--- config.mk ---
export PLATFORM = sky130hd
export DESIGN_NAME = ram_refresh_sched
export DESIGN_NICKNAME = d
export VERILOG_FILES = /design/src/rtl/ram_pkg.sv /design/src/rtl/ref_interval_timer.sv /design/src/rtl/ram_refresh_sched.sv
export SDC_FILE = /design/constraint.sdc
export NUM_CORES = 1
export LEC_CHECK = 0
export BUFFER_PORTS_ARGS = -buffer_cell sky130_fd_sc_hd__buf_2
export CAP_MARGIN = 15
export CELL_PAD_IN_SITES_DETAIL_PLACEMENT = 2
export CELL_PAD_IN_SITES_GLOBAL_PLACEMENT = 2
export CORE_UTILIZATION = 33
export CTS_CLUSTER_DIAMETER = 50
export DETAILED_ROUTE_END_ITERATION = 8
export PLACE_DENSITY = 0.73
export SLEW_MARGIN = 10
export SYNTH_ARGS = -nofsm -noshare
export SYNTH_HDL_FRONTEND = slang
export SYNTH_SLANG_ARGS = --single-unit
--- constraint.sdc ---
create_clock -name CLK -period 3.3 [get_ports CLK]
set_clock_uncertainty 0.2 [all_clocks]
set_input_delay 0.165 -clock CLK [delete_from_list [all_inputs] [get_ports CLK]]
set_output_delay 0.165 -clock CLK [all_outputs]
set_load 0.005 [all_outputs]
--- src/rtl/ram_pkg.sv ---
// Shared types and defaults for the DRAM refresh scheduler.
package ram_pkg;

    localparam int unsigned DEBT_W  = 4;
    localparam int unsigned TIMER_W = 16;
    localparam int unsigned AGE_W   = 16;
    localparam int unsigned STAT_W  = 16;

    localparam int unsigned DEF_INTERVAL = 390;
    localparam int unsigned DEF_MAX_DEBT = 4;
    localparam int unsigned DEF_URG_DEBT = 2;
    localparam int unsigned DEF_URG_AGE  = 256;

    typedef enum logic [1:0] {
        IDLE = 2'd0,
        PEND = 2'd1,
        URG  = 2'd2
    } refState_t;

    // Maps a debt/age pair onto the request level it demands.
    function automatic refState_t classify(
        input logic [DEBT_W-1:0] debt,
        input logic [AGE_W-1:0]  age,
        input logic [DEBT_W-1:0] urgDebt,
        input logic [AGE_W-1:0]  urgAge
    );
        if (debt == '0) begin
            return IDLE;
        end else if ((debt >= urgDebt) || (age >= urgAge)) begin
            return URG;
        end else begin
            return PEND;
        end
    endfunction

endpackage

--- src/rtl/ref_interval_timer.sv ---
// Free-running reloadable down-counter; pulses Tick_c on the cycle it
// reaches zero and reloads RELOAD on that same edge. Holds while En=0.
module ref_interval_timer #(
    parameter int unsigned WIDTH  = 16,
    parameter int unsigned RELOAD = 389
) (
    input  logic CLK,
    input  logic nRST,
    input  logic En,
    output logic Tick_c
);

    localparam logic [WIDTH-1:0] RELOAD_V = WIDTH'(RELOAD);

    logic [WIDTH-1:0] count;

    assign Tick_c = En && (count == '0);

    // Count down while enabled, wrapping to the reload value at zero.
    always_ff @(posedge CLK or negedge nRST) begin
        if (!nRST) begin
            count <= RELOAD_V;
        end else if (En) begin
            if (count == '0) begin
                count <= RELOAD_V;
            end else begin
                count <= count - WIDTH'(1);
            end
        end
    end

endmodule

--- src/rtl/ram_refresh_sched.sv ---
// DRAM refresh scheduler: turns a refresh interval timer and an owed-refresh
// debt counter into the RefReq/RefUrg pair for the RAM sequencer.
// Optional build macro REF_STATS_EN adds RefCount (accepted acks, wrapping)
// and MaxDebt (debt high-water mark) outputs.
module ram_refresh_sched
    import ram_pkg::*;
#(
    parameter int unsigned INTERVAL = DEF_INTERVAL,
    parameter int unsigned MAX_DEBT = DEF_MAX_DEBT,
    parameter int unsigned URG_DEBT = DEF_URG_DEBT,
    parameter int unsigned URG_AGE  = DEF_URG_AGE
) (
    input  logic              CLK,
    input  logic              nRST,
    input  logic              RefEn,
    input  logic              RefAck,
    output logic              RefReq,
    output logic              RefUrg,
    output logic [DEBT_W-1:0] Debt,
`ifdef REF_STATS_EN
    output logic              Overrun,
    output logic [STAT_W-1:0] RefCount,
    output logic [DEBT_W-1:0] MaxDebt
`else
    output logic              Overrun
`endif
);

    localparam logic [DEBT_W-1:0] MAX_D = DEBT_W'(MAX_DEBT);
    localparam logic [DEBT_W-1:0] URG_D = DEBT_W'(URG_DEBT);
    localparam logic [AGE_W-1:0]  URG_A = AGE_W'(URG_AGE);

    logic              tick;
    logic              ackOk;
    logic              ovrSet;
    logic [DEBT_W-1:0] debtNxt;
    logic [AGE_W-1:0]  age;
    logic [AGE_W-1:0]  ageNxt;
    refState_t         state;
    refState_t         stateNxt;

    // Refresh interval tick source.
    ref_interval_timer #(
        .WIDTH  (TIMER_W),
        .RELOAD (INTERVAL - 1)
    ) uTimer (
        .CLK    (CLK),
        .nRST   (nRST),
        .En     (RefEn),
        .Tick_c (tick)
    );

    // An ack only counts while something is owed, so it is never applied twice.
    assign ackOk = RefAck && (Debt != '0);

    // Next debt, age and request level, all resolved before the outputs update.
    always_comb begin
        debtNxt  = Debt;
        ovrSet   = 1'b0;
        ageNxt   = '0;
        stateNxt = IDLE;

        case ({tick, ackOk})
            2'b10: begin
                if (Debt == MAX_D) begin
                    ovrSet = 1'b1;
                end else begin
                    debtNxt = Debt + DEBT_W'(1);
                end
            end
            2'b01:   debtNxt = Debt - DEBT_W'(1);
            default: debtNxt = Debt;
        endcase

        // Age measures the wait since the last service; state!=IDLE means Debt>0.
        if ((debtNxt == '0) || ackOk) begin
            ageNxt = '0;
        end else if (state != IDLE) begin
            ageNxt = (age >= URG_A) ? URG_A : age + AGE_W'(1);
        end

        stateNxt = classify(debtNxt, ageNxt, URG_D, URG_A);
    end

    // Debt/age/state registers with registered request outputs.
    always_ff @(posedge CLK or negedge nRST) begin
        if (!nRST) begin
            Debt    <= '0;
            age     <= '0;
            state   <= IDLE;
            RefReq  <= 1'b0;
            RefUrg  <= 1'b0;
            Overrun <= 1'b0;
        end else begin
            Debt    <= debtNxt;
            age     <= ageNxt;
            state   <= stateNxt;
            RefReq  <= (stateNxt != IDLE);
            RefUrg  <= (stateNxt == URG);
            if (ovrSet) begin
                Overrun <= 1'b1;
            end
        end
    end

`ifdef REF_STATS_EN
    // Service count and debt high-water mark.
    always_ff @(posedge CLK or negedge nRST) begin
        if (!nRST) begin
            RefCount <= '0;
            MaxDebt  <= '0;
        end else begin
            if (ackOk) begin
                RefCount <= RefCount + STAT_W'(1);
            end
            if (debtNxt > MaxDebt) begin
                MaxDebt <= debtNxt;
            end
        end
    end
`endif

endmodule

==> results.txt, run 1 <==
----------------------------------------------------
[Status]
  Status ... finished, final reports clean

[Yosys]
  Largest area contributor in the netlist ... dfrtp_1
  Proportion of synthesized chip area in sequential cells ... 53.1%
  Synthesized area per cell ... 10.5 um2
  Fraction of registers with async set or reset after synthesis ... between 90% and 100%
  Count of yosys warnings during synthesis ... 0
  Synth area leaders ... dfrtp_1 (48%), dfstp_2 (5.5%), xnor2_1 (5.5%)
  Count of flip-flops with a built-in enable after synthesis ... 0
  Cells after synthesis ... 180
  Yosys reg bits ... 40
  Number of distinct library cells after synthesis ... 43
  Area share of the leading cell type in the synthesized netlist ... around 48%
  Combined area of all synthesized cells ... between 1500 and 2000 um2
  Most used flip-flop cell after synthesis ... dfrtp_1

[Worst setup path]
  Slowest stage cell, crit path ... or4_4
  WP data required ... 3.30 ns
  Number of cells traversed by the worst register-to-register path ... 11
  Reg-to-reg slack, setup ... 0.01 ns
  Kind of critical path ... reg2reg
  Launch point of the worst reg-to-reg path ... uTimer.count[3]
  Cell repeated most along the worst path ... nor4_2
  Max Fanout on Critical Path ... 10
  Reg-to-reg endpoint ... age[4]
  Critical Path Start Type ... flop
  Critical-path cell list ... or4_4 -> nor4_2 -> nand2_1 -> inv_1 -> ha_2 -> buf_4 -> mux2i_1 -> o21ai_1 -> nor4_2 -> buf_4 -> nor4_2
  Crit end category ... flop
  Max incr delay on CP ... between 0.5 and 0.6 ns
  Crit path DAT ... 3.29 ns

[Power and ir drop]
  Static power due to leakage ... 0.00101 uW
  Tot Pwr ... around 1800 uW
  Power density over the cells ... 778 nW/um2
  Worst vdd ir ... 0.000280 V

[Placement]
  IO buf count ... 10
  Last weighted congestion value of the routability-driven placer ... 0.796
  Post-DP HPWL ... ~3400 um
  Dpl cell area ... 2100 um2

[Clock tree]
  Clock-pin slew on the worst setup and hold paths ... 0.09 ns
  Clock root buffer ... clkbuf_8
  Clock insertion delay at the later pin of the skew report ... 0.30 ns
  Number of buffers between clock root and the deepest sink ... 2
  Clock tree from TritonCTS ... yes
  Deepest level of the CTS H-tree ... 2
  Sinks on Clock Net ... 40
  Total clock buffers created by CTS ... 5

[Floorplan]
  Die Area ... 6050 um2
  Number of standard-cell rows in the floorplan ... 27
  Die Y-Extent ... between 70 and 80 um
  Count of pins on the block boundary ... 11
  Core footprint ... 5510 um2
  Initial standard-cell utilization of the core ... about a third
  Horizontal die dimension ... roughly 80 um

[GRT]
  Global-route wire length before repair ... 7870 um
  Global Route Usage Sum ... approximately 17%
  Number of global-route vias before repair ... 1663
  Pin count of the biggest net entering global routing ... 41
  Antenna violations before repair ... 0
  Total global routing overflow ... 0

[Timing]
  Setup violation total in the final timing report ... 0
  Setup_tns ... 0 ns
  Worst-case headroom to the max-slew limit ... 38.1%
  Total count of hold-check failures in the final report ... 0
  Final number of max-transition violations ... 0
  Final Cycle Share ... around 100%
  Pin slew with the least headroom to its limit ... about 0.92 ns
  Shortest clock period the worst path allows after layout ... 3.29 ns
  Setup repair after global routing missed its margin ... yes
  Max Fclk ... about 0.3 GHz

[Routing]
  Vias after detailed routing ... about 1500
  Remaining design rule violation count ... 0
  Drt first-iter violations ... 38
  Post-route antenna net violation count ... 0
  Average wire per cell in the routed design ... 17.8 um
  Number of search-and-repair iterations in the first detailed-routing pass ... 4
  Final Routed Wirelength ... 5080 um
  Via count normalized by instance count ... 5.10

[Cells and area]
  Proportion of layout cells with a drive suffix above 1 ... 22.9%
  Most common cell after layout, fill and taps aside ... dfrtp_1
  Most frequent cells in the layout ... dfrtp_1 (36), nor2_1 (14)
  Post-layout net count ... 225
  Post-route cell area ... 2300 um2
  Area growth from synthesis to layout ... 21.1%
  Diodes inserted ... 0

[Worst hold path]
  Instance count along the most critical hold path ... 1
  Worst hold path startpoint ... Overrun
  Min-Delay Endpoint ... Overrun
  Worst Hold Class ... reg2reg

[Job]
  Number of maximum-capacitance constraint violations ... 0

----------------------------------------------------
-- cells by family (layout without fill, tap and decap cells) --
| family | after synthesis | count (layout) | share of synthesized area (%) |
|---|---|---|---|
| other cells | 1 | 7 | 0.198 |
| mux | 2 | 2 | 1.12 |
| buf+inv | 16 | 44 | 3.96 |
| xor+xnor | 17 | 17 | 7.85 |
| flops | 40 | 40 | 53.1 |
| fa+ha+maj | 8 | 8 | 5.28 |
| simple gates | 76 | 76 | 22.0 |
| compound gates | 20 | 20 | 6.54 |
-- through the flow --
stage | setup WS [ns] | cells | utilization, % | hold WS [ns]
finish | 0.0106 | 286 | 41.7 | 0.288
CTS | 0.000584 | 284 | 40.4 | 0.291
global route | -0.154 | 286 | 41.7 | 0.321
floorplan | 0.0269 | 186 | - | -0.331
global placement | 0.109 | 274 | 38.2 | 0.127
detailed placement | -0.123 | 274 | 38.2 | 0.136
-- cells in the mapped netlist (all sizes together), types with 3 or more instances --
cell type  number
ha              8
nor4           13
xnor2          12
nand2          12
nor3           11
inv            12
xor2            5
or4             3
and3            3
nand3           7
a21oi           3
dfrtp          36
nor2           15
dfstp           4
o21ai           8
-- cell type report --
cell class,count,area (um2)
clock inverters,2,15.0
flip-flops and latches,40,1010
inverters,12,45.0
repair buffers,24,160
fillers,585,3210
well taps,72,90.1
clock buffers,6,82.6
multi-input cells,130,897
-- repair_timing --
action / CTS / global route
hold buffers: 2 / 0
pin swaps: 0 / 1
endpoints found under the hold margin: 38 / 0
resized for setup: 3 / 9
setup endpoints to repair: 6 / 10
setup buffers: 0 / 2
-- sequential cells by signal (all words and copies together) (netlist names) --
signal        cells
age              16
uTimer.count     16
Debt              4
Overrun           1
RefReq            1
RefUrg            1
state             1
-- where the power goes --
| part | total (uW) | internal (uW) | leakage, uW | switching, uW |
|---|---|---|---|---|
| Clock | 356 | 169 | 0.0000434 | 186 |
| Combinational | 668 | 277 | 0.000464 | 391 |
| Sequential | 761 | 638 | 0.000499 | 123 |
| Total | 1790 | 1080 | 0.00101 | 700 |
-- critical path, delay by kind of cell (launching register included) --
family | cells | cell delay [ns]
buffers and inverters | 3 | 0.47
AOI/OAI and AO/OA | 1 | 0.31
and+or+nand+nor | 5 | 1.47
muxes | 1 | 0.08
DFF | 1 | 0.42
adders and majority gates | 1 | 0.22
-- metal layers --
layer  track usage (%)  vias to the layer above  wire, um
met1              19.4                      750      2140
li1                  -                      683         -
met2              31.6                       16      2760
met3              3.53                       10       104
met4              6.23                        0        78
met5                 0                        -         0
-- how the worst max path moves through the flow --
stage	start	endpoint	slack (ns)	depth (start not counted)
after floorplan	uTimer.count[3]	age[2]	0.03	10
after global placement	uTimer.count[3]	age[2]	0.11	10
after detailed placement	uTimer.count[3]	age[6]	-0.12	10
after CTS	uTimer.count[3]	age[2]	0.0006	11
after global routing	uTimer.count[3]	age[4]	-0.15	11
final	uTimer.count[3]	age[4]	0.01	11
Power figures use the tool's default switching activity.
==> run 2: changes to the inputs <==
==> constraint.sdc (replaced) <==
create_clock -name CLK -period 3.3 [get_ports CLK]
set_clock_uncertainty 0.2 [all_clocks]
set_input_delay 0.33 -clock CLK [delete_from_list [all_inputs] [get_ports CLK]]
set_output_delay 0.33 -clock CLK [all_outputs]
set_load 0.005 [all_outputs]
==> run 2 against run 1 <==
Sequential share of layout area increased by 0.19 points. Flip-flop and latch count unchanged. Wire length about the same. Largest power group unchanged. Clock-buffer cell count unchanged. Largest cell class unchanged. Total power decreased by 0.19%. Cell area decreased by 0.44%. Clock power decreased by 1%. Critical path depth unchanged. Worst setup slack got worse by 0.0036 ns. Via count decreased by 0.21%. Non-clock buffer count decreased by 1.
==> results.txt, run 2 (synthesized netlist as in run 1, its figures left out) <==
----------------------------------------------------
[Status]
  Status ... finished, final reports clean

[Floorplan]
  Core footprint ... 5510 um2 (unchanged)
  Initial standard-cell utilization of the core ... 34.4% (unchanged)
  Horizontal die dimension ... 77.8 um (unchanged)
  Number of standard-cell rows in the floorplan ... 27 (unchanged)
  Die Area ... 6050 um2 (unchanged)
  Count of pins on the block boundary ... 11 (unchanged)
  Die Y-Extent ... 77.8 um (unchanged)

[Power and ir drop]
  Sequential power share ... 42.8% (+0.2 points)
  Combinational power share ... 37.4% (about the same)
  Static power due to leakage ... 0.00100 uW (-0.42%)
  Clock network fraction of design power ... 19.8% (about the same)
  Power density over the cells ... 779 nW/um2 (+0.25%)
  Switching pwr ... 698 uW (-0.37%)
  Switching Fraction ... 39.2% (-0.069 points)
  Total internal power ... 1080 uW (about the same)
  Worst vdd ir ... 0.000281 V (about the same)

[Worst setup path]
  Max Fanout on Critical Path ... 10 (unchanged)
  Kind of cell adding the most delay to the critical path ... simple AND/OR/NAND/NOR gates
  Reg-to-reg slack, setup ... 0.007 ns (about the same)
  Crit path DAT ... 3.29 ns (about the same)
  Slowest stage cell, crit path ... or4_4
  Critical-path cell list ... or4_4 -> nor4_2 -> nand2_1 -> inv_1 -> ha_2 -> buf_4 -> mux2i_1 -> o21ai_1 -> nor4_2 -> buf_4 -> nor4_2
  WP data required ... 3.30 ns (about the same)
  Max incr delay on CP ... 0.57 ns (about the same)
  Kind of critical path ... reg2reg
  Buffers & Inverters on Critical Path ... 3 (unchanged)
  Cell repeated most along the worst path ... nor4_2
  Critical Path Start Type ... flop
  Crit end category ... flop

[Timing]
  Setup violation total in the final timing report ... 0 (unchanged)
  Pin slew with the least headroom to its limit ... 0.922 ns (-0.00101 ns)
  Max Fclk ... 0.304 GHz (-0.11%)
  Worst setup margin ... 0.00702 ns (-0.00363 ns)
  Worst-case headroom to the max-slew limit ... 38.1% (+0.068 points)
  Final Cycle Share ... 99.8% (+0.11 points)
  Total count of hold-check failures in the final report ... 0 (unchanged)
  Setup repair after global routing missed its margin ... yes
  Final number of max-transition violations ... 0 (unchanged)
  Shortest clock period the worst path allows after layout ... 3.29 ns (+0.00363 ns)

[Cells and area]
  Most common cell after layout, fill and taps aside ... dfrtp_1
  Area growth from synthesis to layout ... 20.6%
  Post-route cell area ... 2290 um2 (-0.44%)
  Most frequent cells in the layout ... dfrtp_1 (36), nor2_1 (14)
  Proportion of layout cells with a drive suffix above 1 ... 23.0% (+0.11 points)
  Diodes inserted ... 0 (unchanged)
  Post-layout net count ... 224 (-0.44%)
  Largest registers in the final layout ... age x16, uTimer.count x16, Debt x4
  Final core utilization ... 41.5% (-0.18 points)

[Routing]
  Routed met2 length ... 2760 um (about the same)
  Final Routed Wirelength ... 5080 um (about the same)
  Via count normalized by instance count ... 5.11 (+0.14%)
  Max layer used ... met4
  Length of routed met3 wiring ... 104 um (unchanged)
  Vias after detailed routing ... 1456 (-0.21%)
  Remaining design rule violation count ... 0 (unchanged)
  Average wire per cell in the routed design ... 17.8 um (+0.31%)
  Number of search-and-repair iterations in the first detailed-routing pass ... 4 (unchanged)
  Post-route antenna net violation count ... 0 (unchanged)
  Met1 wire length ... 2140 um (-0.19%)
  Drt first-iter violations ... 41 (+7.9%)

[Clock tree]
  Sinks on Clock Net ... 40 (unchanged)
  Clock-pin slew on the worst setup and hold paths ... 0.09 ns (about the same)
  Clock insertion delay at the later pin of the skew report ... 0.30 ns (about the same)
  Clock tree from TritonCTS ... yes
  Total clock buffers created by CTS ... 5 (unchanged)
  Deepest level of the CTS H-tree ... 2 (unchanged)
  Clock root buffer ... clkbuf_8
  Number of buffers between clock root and the deepest sink ... 2 (unchanged)

[Placement]
  Last weighted congestion value of the routability-driven placer ... 0.796 (unchanged)
  Pre-CTS WS ... -0.123 ns (unchanged)
  IO buf count ... 10 (unchanged)
  Post-DP HPWL ... 3450 um (unchanged)
  Dpl cell area ... 2100 um2 (unchanged)

[GRT]
  Antenna violations before repair ... 0 (unchanged)
  Total global routing overflow ... 0 (unchanged)
  Number of global-route vias before repair ... 1657 (-0.36%)
  Global Route Usage Sum ... 17.1% (-0.025 points)
  Pin count of the biggest net entering global routing ... 41 (unchanged)
  Global-route wire length before repair ... 7850 um (-0.18%)

[Job]
  Number of maximum-capacitance constraint violations ... 0 (unchanged)

[Worst hold path]
  Worst Hold Class ... in2reg

----------------------------------------------------
run 2: cell count changes in the layout (fill, tap and decap cells not counted), sizes merged:
cell / previous run / this run
dlygate4sd3: 2 / 1
run 2: worst paths after layout:
| path | startpoint | end | cells after the start |
|---|---|---|---|
| max reg2reg | uTimer.count[3] | age[4] | 11 |
| min reg2reg | Overrun | Overrun | 1 |
| min | RefEn | uTimer.count[1] | 2 |
| max | uTimer.count[3] | age[4] | 11 |
| max in group asynchronous | nRST | RefReq | 2 |
| min in group asynchronous | nRST | Overrun | 2 |
run 2: layer usage:
metal	vias up	global-route usage, %
li1	683	-
met1	747	19.4
met2	16	31.5
met3	10	3.53
met4	0	6.23
met5	-	0
run 2: what timing repair did:
| item | CTS | global route |
|---|---|---|
| setup endpoints to repair | 6 | 10 |
| pin swaps | 0 | 1 |
| resized for setup | 3 | 9 |
| endpoints found under the hold margin | 36 | 0 |
| setup buffers | 0 | 2 |
| hold buffers | 1 | 0 |
run 2: metrics by stage:
step                      total power, uW  std cells  hold WS [ns]  setup TNS (ns)
after floorplan                      1110        186        -0.166               0
after CTS                            1730        283        0.0771               0
after global routing                 1900        285        0.0978           -1.05
after detailed placement             1370        274         0.272          -0.340
final                                1780        285        0.0914               0
after global placement               1300        274         0.247               0
run 2: layout make-up:
| type | count | area, um2 |
|---|---|---|
| Sequential cell | 40 | 1010 |
| Clock inverter | 2 | 15.0 |
| Fill cell | 588 | 3220 |
| Multi-Input combinational cell | 130 | 897 |
| Timing Repair Buffer | 23 | 150 |
| Clock buffer | 6 | 82.6 |
| Tap cell | 72 | 90.1 |
| Inverter | 12 | 45.0 |
run 2: power by group through the flow:
stage	Combinational [uW]	Sequential [uW]	Clock [uW]
2_1_floorplan	364	742	0
3_3_place_gp	547	750	0
3_5_place_dp	600	766	0
4_1_cts	610	759	359
5_1_grt	737	779	386
6_report	667	762	352
run 2: worst reg2reg max path: stages (launching register included):
cell     delay, ns
dfrtp_1       0.43
or4_4         0.57
nor4_2        0.32
nand2_1       0.18
inv_1         0.13
ha_2          0.23
buf_4         0.14
mux2i_1       0.08
o21ai_1       0.31
nor4_2        0.10
buf_4         0.20
nor4_2        0.30
==> run 3: changes to the inputs <==
--- a/config.mk
+++ b/config.mk
@@ -5,6 +5,7 @@
 export SDC_FILE = /design/constraint.sdc
 export NUM_CORES = 1
 export LEC_CHECK = 0
+export ABC_AREA = 1
 export BUFFER_PORTS_ARGS = -buffer_cell sky130_fd_sc_hd__buf_2
 export CAP_MARGIN = 15
 export CELL_PAD_IN_SITES_DETAIL_PLACEMENT = 2
@@ -12,7 +13,7 @@
 export CORE_UTILIZATION = 33
 export CTS_CLUSTER_DIAMETER = 50
 export DETAILED_ROUTE_END_ITERATION = 8
-export PLACE_DENSITY = 0.73
+export PLACE_DENSITY = 0.77
 export SLEW_MARGIN = 10
 export SYNTH_ARGS = -nofsm -noshare
 export SYNTH_HDL_FRONTEND = slang
==> run 3 against run 2 <==
The run now ends with hold timing left. Die area rose by 18%. Area after synthesis rose by 18%. Critical path type unchanged. Total power fell by 8.4%. Non-clock buffer count fell by 12. Hold slack got worse by 0.11 ns. Final cell count rose by 29%. Worst setup slack improved by 0.43 ns. Clock-buffer cell count did not move. Critical path depth rose by 2. Sequential power fell by 8.8%.
==> results.txt, run 3 <==
----------------------------------------------------
[Status]
  Status ... finished, violations left
  Violated checks ... hold timing

[Placement]
  IO buf count ... 10 (unchanged)
  Last weighted congestion value of the routability-driven placer ... 0.797 (+0.18%)
  Dpl cell area ... 2390 um2 (+14%)
  Cell count after placement ... 360 (+31%)
  Post-DP HPWL ... 4130 um (+20%)

[Yosys]
  Cells after synthesis ... 269 (+49%)
  Most used flip-flop cell after synthesis ... dfrtp_1
  Cell with the most instances after synthesis ... nand2_1
  Fraction of registers with async set or reset after synthesis ... 100% (unchanged)
  Ranking of synthesized cells by instance count ... nand2_1 (49), inv_1 (41), dfrtp_1 (36), nor2_1 (26), nand3_1 (19)
  Synthesized area per cell ... 8.34 um2 (-21%)
  Area share of the leading cell type in the synthesized netlist ... 40.1% (-7.4 points)
  Largest area contributor in the netlist ... dfrtp_1
  Proportion of synthesized chip area in sequential cells ... 44.8% (-8.3 points)
  Combined area of all synthesized cells ... 2240 um2 (+18%)
  Count of flip-flops with a built-in enable after synthesis ... 0 (unchanged)
  Synth area leaders ... dfrtp_1 (40%), nand2_1 (8.2%), inv_1 (6.9%)
  Number of distinct library cells after synthesis ... 34 (-21%)
  Count of yosys warnings during synthesis ... 0 (unchanged)
  Yosys reg bits ... 40 (unchanged)

[Routing]
  Vias after detailed routing ... 1747 (+20%)
  Final Routed Wirelength ... 5250 um (+3.3%)
  Number of search-and-repair iterations in the first detailed-routing pass ... 4 (unchanged)
  Average wire per cell in the routed design ... 14.3 um (-20%)
  Post-route antenna net violation count ... 0 (unchanged)
  Remaining design rule violation count ... 0 (unchanged)
  Drt first-iter violations ... 31 (-24%)
  Via count normalized by instance count ... 4.75 (-7.1%)

[Power and ir drop]
  Static power due to leakage ... 0.00124 uW (+24%)
  Worst vdd ir ... 0.000252 V (-10%)
  Power density over the cells ... 658 nW/um2 (-16%)
  Tot Pwr ... 1630 uW (-8.4%)

[Cells and area]
  Most common cell after layout, fill and taps aside ... nand2_1
  Area growth from synthesis to layout ... 10.5%
  Post-route cell area ... 2480 um2 (+8.5%)
  Most frequent cells in the layout ... nand2_1 (49), inv_1 (41), dfrtp_1 (36)
  Proportion of layout cells with a drive suffix above 1 ... 23.7% (+0.71 points)
  Footprint of the flip-flops and latches ... 1010 um2 (unchanged)
  Post-layout net count ... 302 (+35%)
  Largest registers in the final layout ... age x16, uTimer.count x16, Debt x4
  Post-route insts no fill ... 368 (+29%)
  Area used by multi-input combinational logic ... 1030 um2 (+15%)
  Number of fillers in the final layout ... 747 (+27%)
  Diodes inserted ... 0 (unchanged)

[Floorplan]
  Count of pins on the block boundary ... 11 (unchanged)
  Number of standard-cell rows in the floorplan ... 29 (+7.4%)
  Initial standard-cell utilization of the core ... 34.8% (+0.33 points)
  Horizontal die dimension ... 84.5 um (+8.6%)
  Die Y-Extent ... 84.5 um (+8.6%)
  Die Area ... 7140 um2 (+18%)
  Core footprint ... 6460 um2 (+17%)

[Clock tree]
  Clock insertion delay at the later pin of the skew report ... 0.29 ns (about the same)
  Number of buffers between clock root and the deepest sink ... 2 (unchanged)
  Post-CTS Resized ... 0 (-3)
  Clock root buffer ... clkbuf_8
  Sinks on Clock Net ... 40 (unchanged)
  Number of hold buffers added after CTS ... 0 (-1)
  Clock tree from TritonCTS ... yes
  Count of buffers added by post-CTS timing repair for setup ... 0 (unchanged)
  Deepest level of the CTS H-tree ... 2 (unchanged)
  Clock-pin slew on the worst setup and hold paths ... 0.08 ns (about the same)
  Total clock buffers created by CTS ... 5 (unchanged)

[GRT]
  Global Route Usage Sum ... 16.6% (-0.55 points)
  Total global routing overflow ... 0 (unchanged)
  Number of global-route vias before repair ... 1923 (+16%)
  Pin count of the biggest net entering global routing ... 41 (unchanged)
  Antenna violations before repair ... 0 (unchanged)
  Global-route wire length before repair ... 9200 um (+17%)

[Timing]
  Final Cycle Share ... 86.8% (-13 points)
  Shortest clock period the worst path allows after layout ... 2.86 ns (-0.430 ns)
  Worst-case headroom to the max-slew limit ... 38.3% (+0.21 points)
  Pin slew with the least headroom to its limit ... 0.925 ns (+0.00300 ns)
  Worst Hold Margin ... -0.0217 ns (-0.113 ns)
  Max Fclk ... 0.349 GHz (+15%)
  Final number of max-transition violations ... 0 (unchanged)
  Setup violation total in the final timing report ... 0 (unchanged)
  Setup_tns ... 0 ns (unchanged)
  Total count of hold-check failures in the final report ... 36 (+36)
  Setup repair after global routing missed its margin ... no

[Worst setup path]
  Critical Path Start Type ... flop
  Kind of critical path ... reg2reg
  Crit path DAT ... 2.85 ns (-0.44 ns)
  WP data required ... 3.28 ns (-0.02 ns)
  Max Fanout on Critical Path ... 8 (-2)
  Crit end category ... flop
  Number of cells traversed by the worst register-to-register path ... 13 (+2)

[Job]
  Number of maximum-capacitance constraint violations ... 0 (unchanged)

[Worst hold path]
  Worst Hold Class ... in2async

----------------------------------------------------
## run 3: cell types whose count changed in the layout (fill, tap and decap cells not counted), sizes merged, moves of 18 or more
cell   before  now
nor2       15   41
nand3       7   25
nand2      12   57
inv        12   54
## run 3: layer usage
| metal | up-vias | share of wire, % | track usage, % |
|---|---|---|---|
| li1 | 861 | - | - |
| met1 | 872 | 47 | 20.7 |
| met2 | 10 | 51 | 29.6 |
| met3 | 4 | 1.8 | 3.24 |
| met4 | 0 | 0.63 | 4.16 |
| met5 | - | 0 | 0 |
## run 3: kinds of logic (layout without fill, tap and decap cells)
logic type,after synthesis,count (layout),share of synthesized area (%)
simple gates,135,135,31.6
buf+inv,57,73,10.3
flops,40,40,44.8
compound gates,21,21,5.91
fa+ha+maj,8,8,4.46
xor+xnor,7,7,2.73
other cells,1,7,0.167
## run 3: area by class of cell
class                   instances  area share (%)
flip-flops and latches         40            40.6
clock buffers                   6            2.93
well taps                      77            3.88
inverters                      54            8.27
multi-input cells             178            41.5
clock inverters                 2           0.505
repair buffers                 11            2.32
## run 3: metrics by stage
stage	utilization [%]	hold slack, ns	setup WS (ns)
floorplan	-	-0.166	0.847
global placement	37.1	0.248	0.486
detailed placement	37.1	0.257	0.411
CTS	38.4	0.00671	0.387
global route	38.4	0.0438	0.235
finish	38.4	-0.0217	0.437
## run 3: final timing paths
kind	startpoint	to	slack, ns
hold / removal	nRST	uTimer.count[6]	-0.02
setup / recovery	Debt[0]	age[2]	0.44
setup reg to reg	Debt[0]	age[2]	0.44
hold reg to reg	uTimer.count[11]	uTimer.count[11]	0.26
min in group CLK	RefEn	uTimer.count[0]	0.17
max in group asynchronous	nRST	Overrun	2.35
## run 3: power by group
group	total [uW]	internal (uW)	switching, uW	leakage [uW]
logic	622	212	410	0.000719
registers	695	586	108	0.000480
clock network	316	148	168	0.0000412
## run 3: critical path: stages (launching register included)
cell and delay (ns):
dfrtp_1 0.48, inv_1 0.14, ha_1 0.27, nand2_2 0.11, o21ai_4 0.21, inv_1 0.10, ha_1 0.45, inv_4 0.10
o211ai_1 0.12, o21ai_2 0.13, nor2_4 0.14, nand3_4 0.10, nand3_4 0.15, nor2_2 0.05
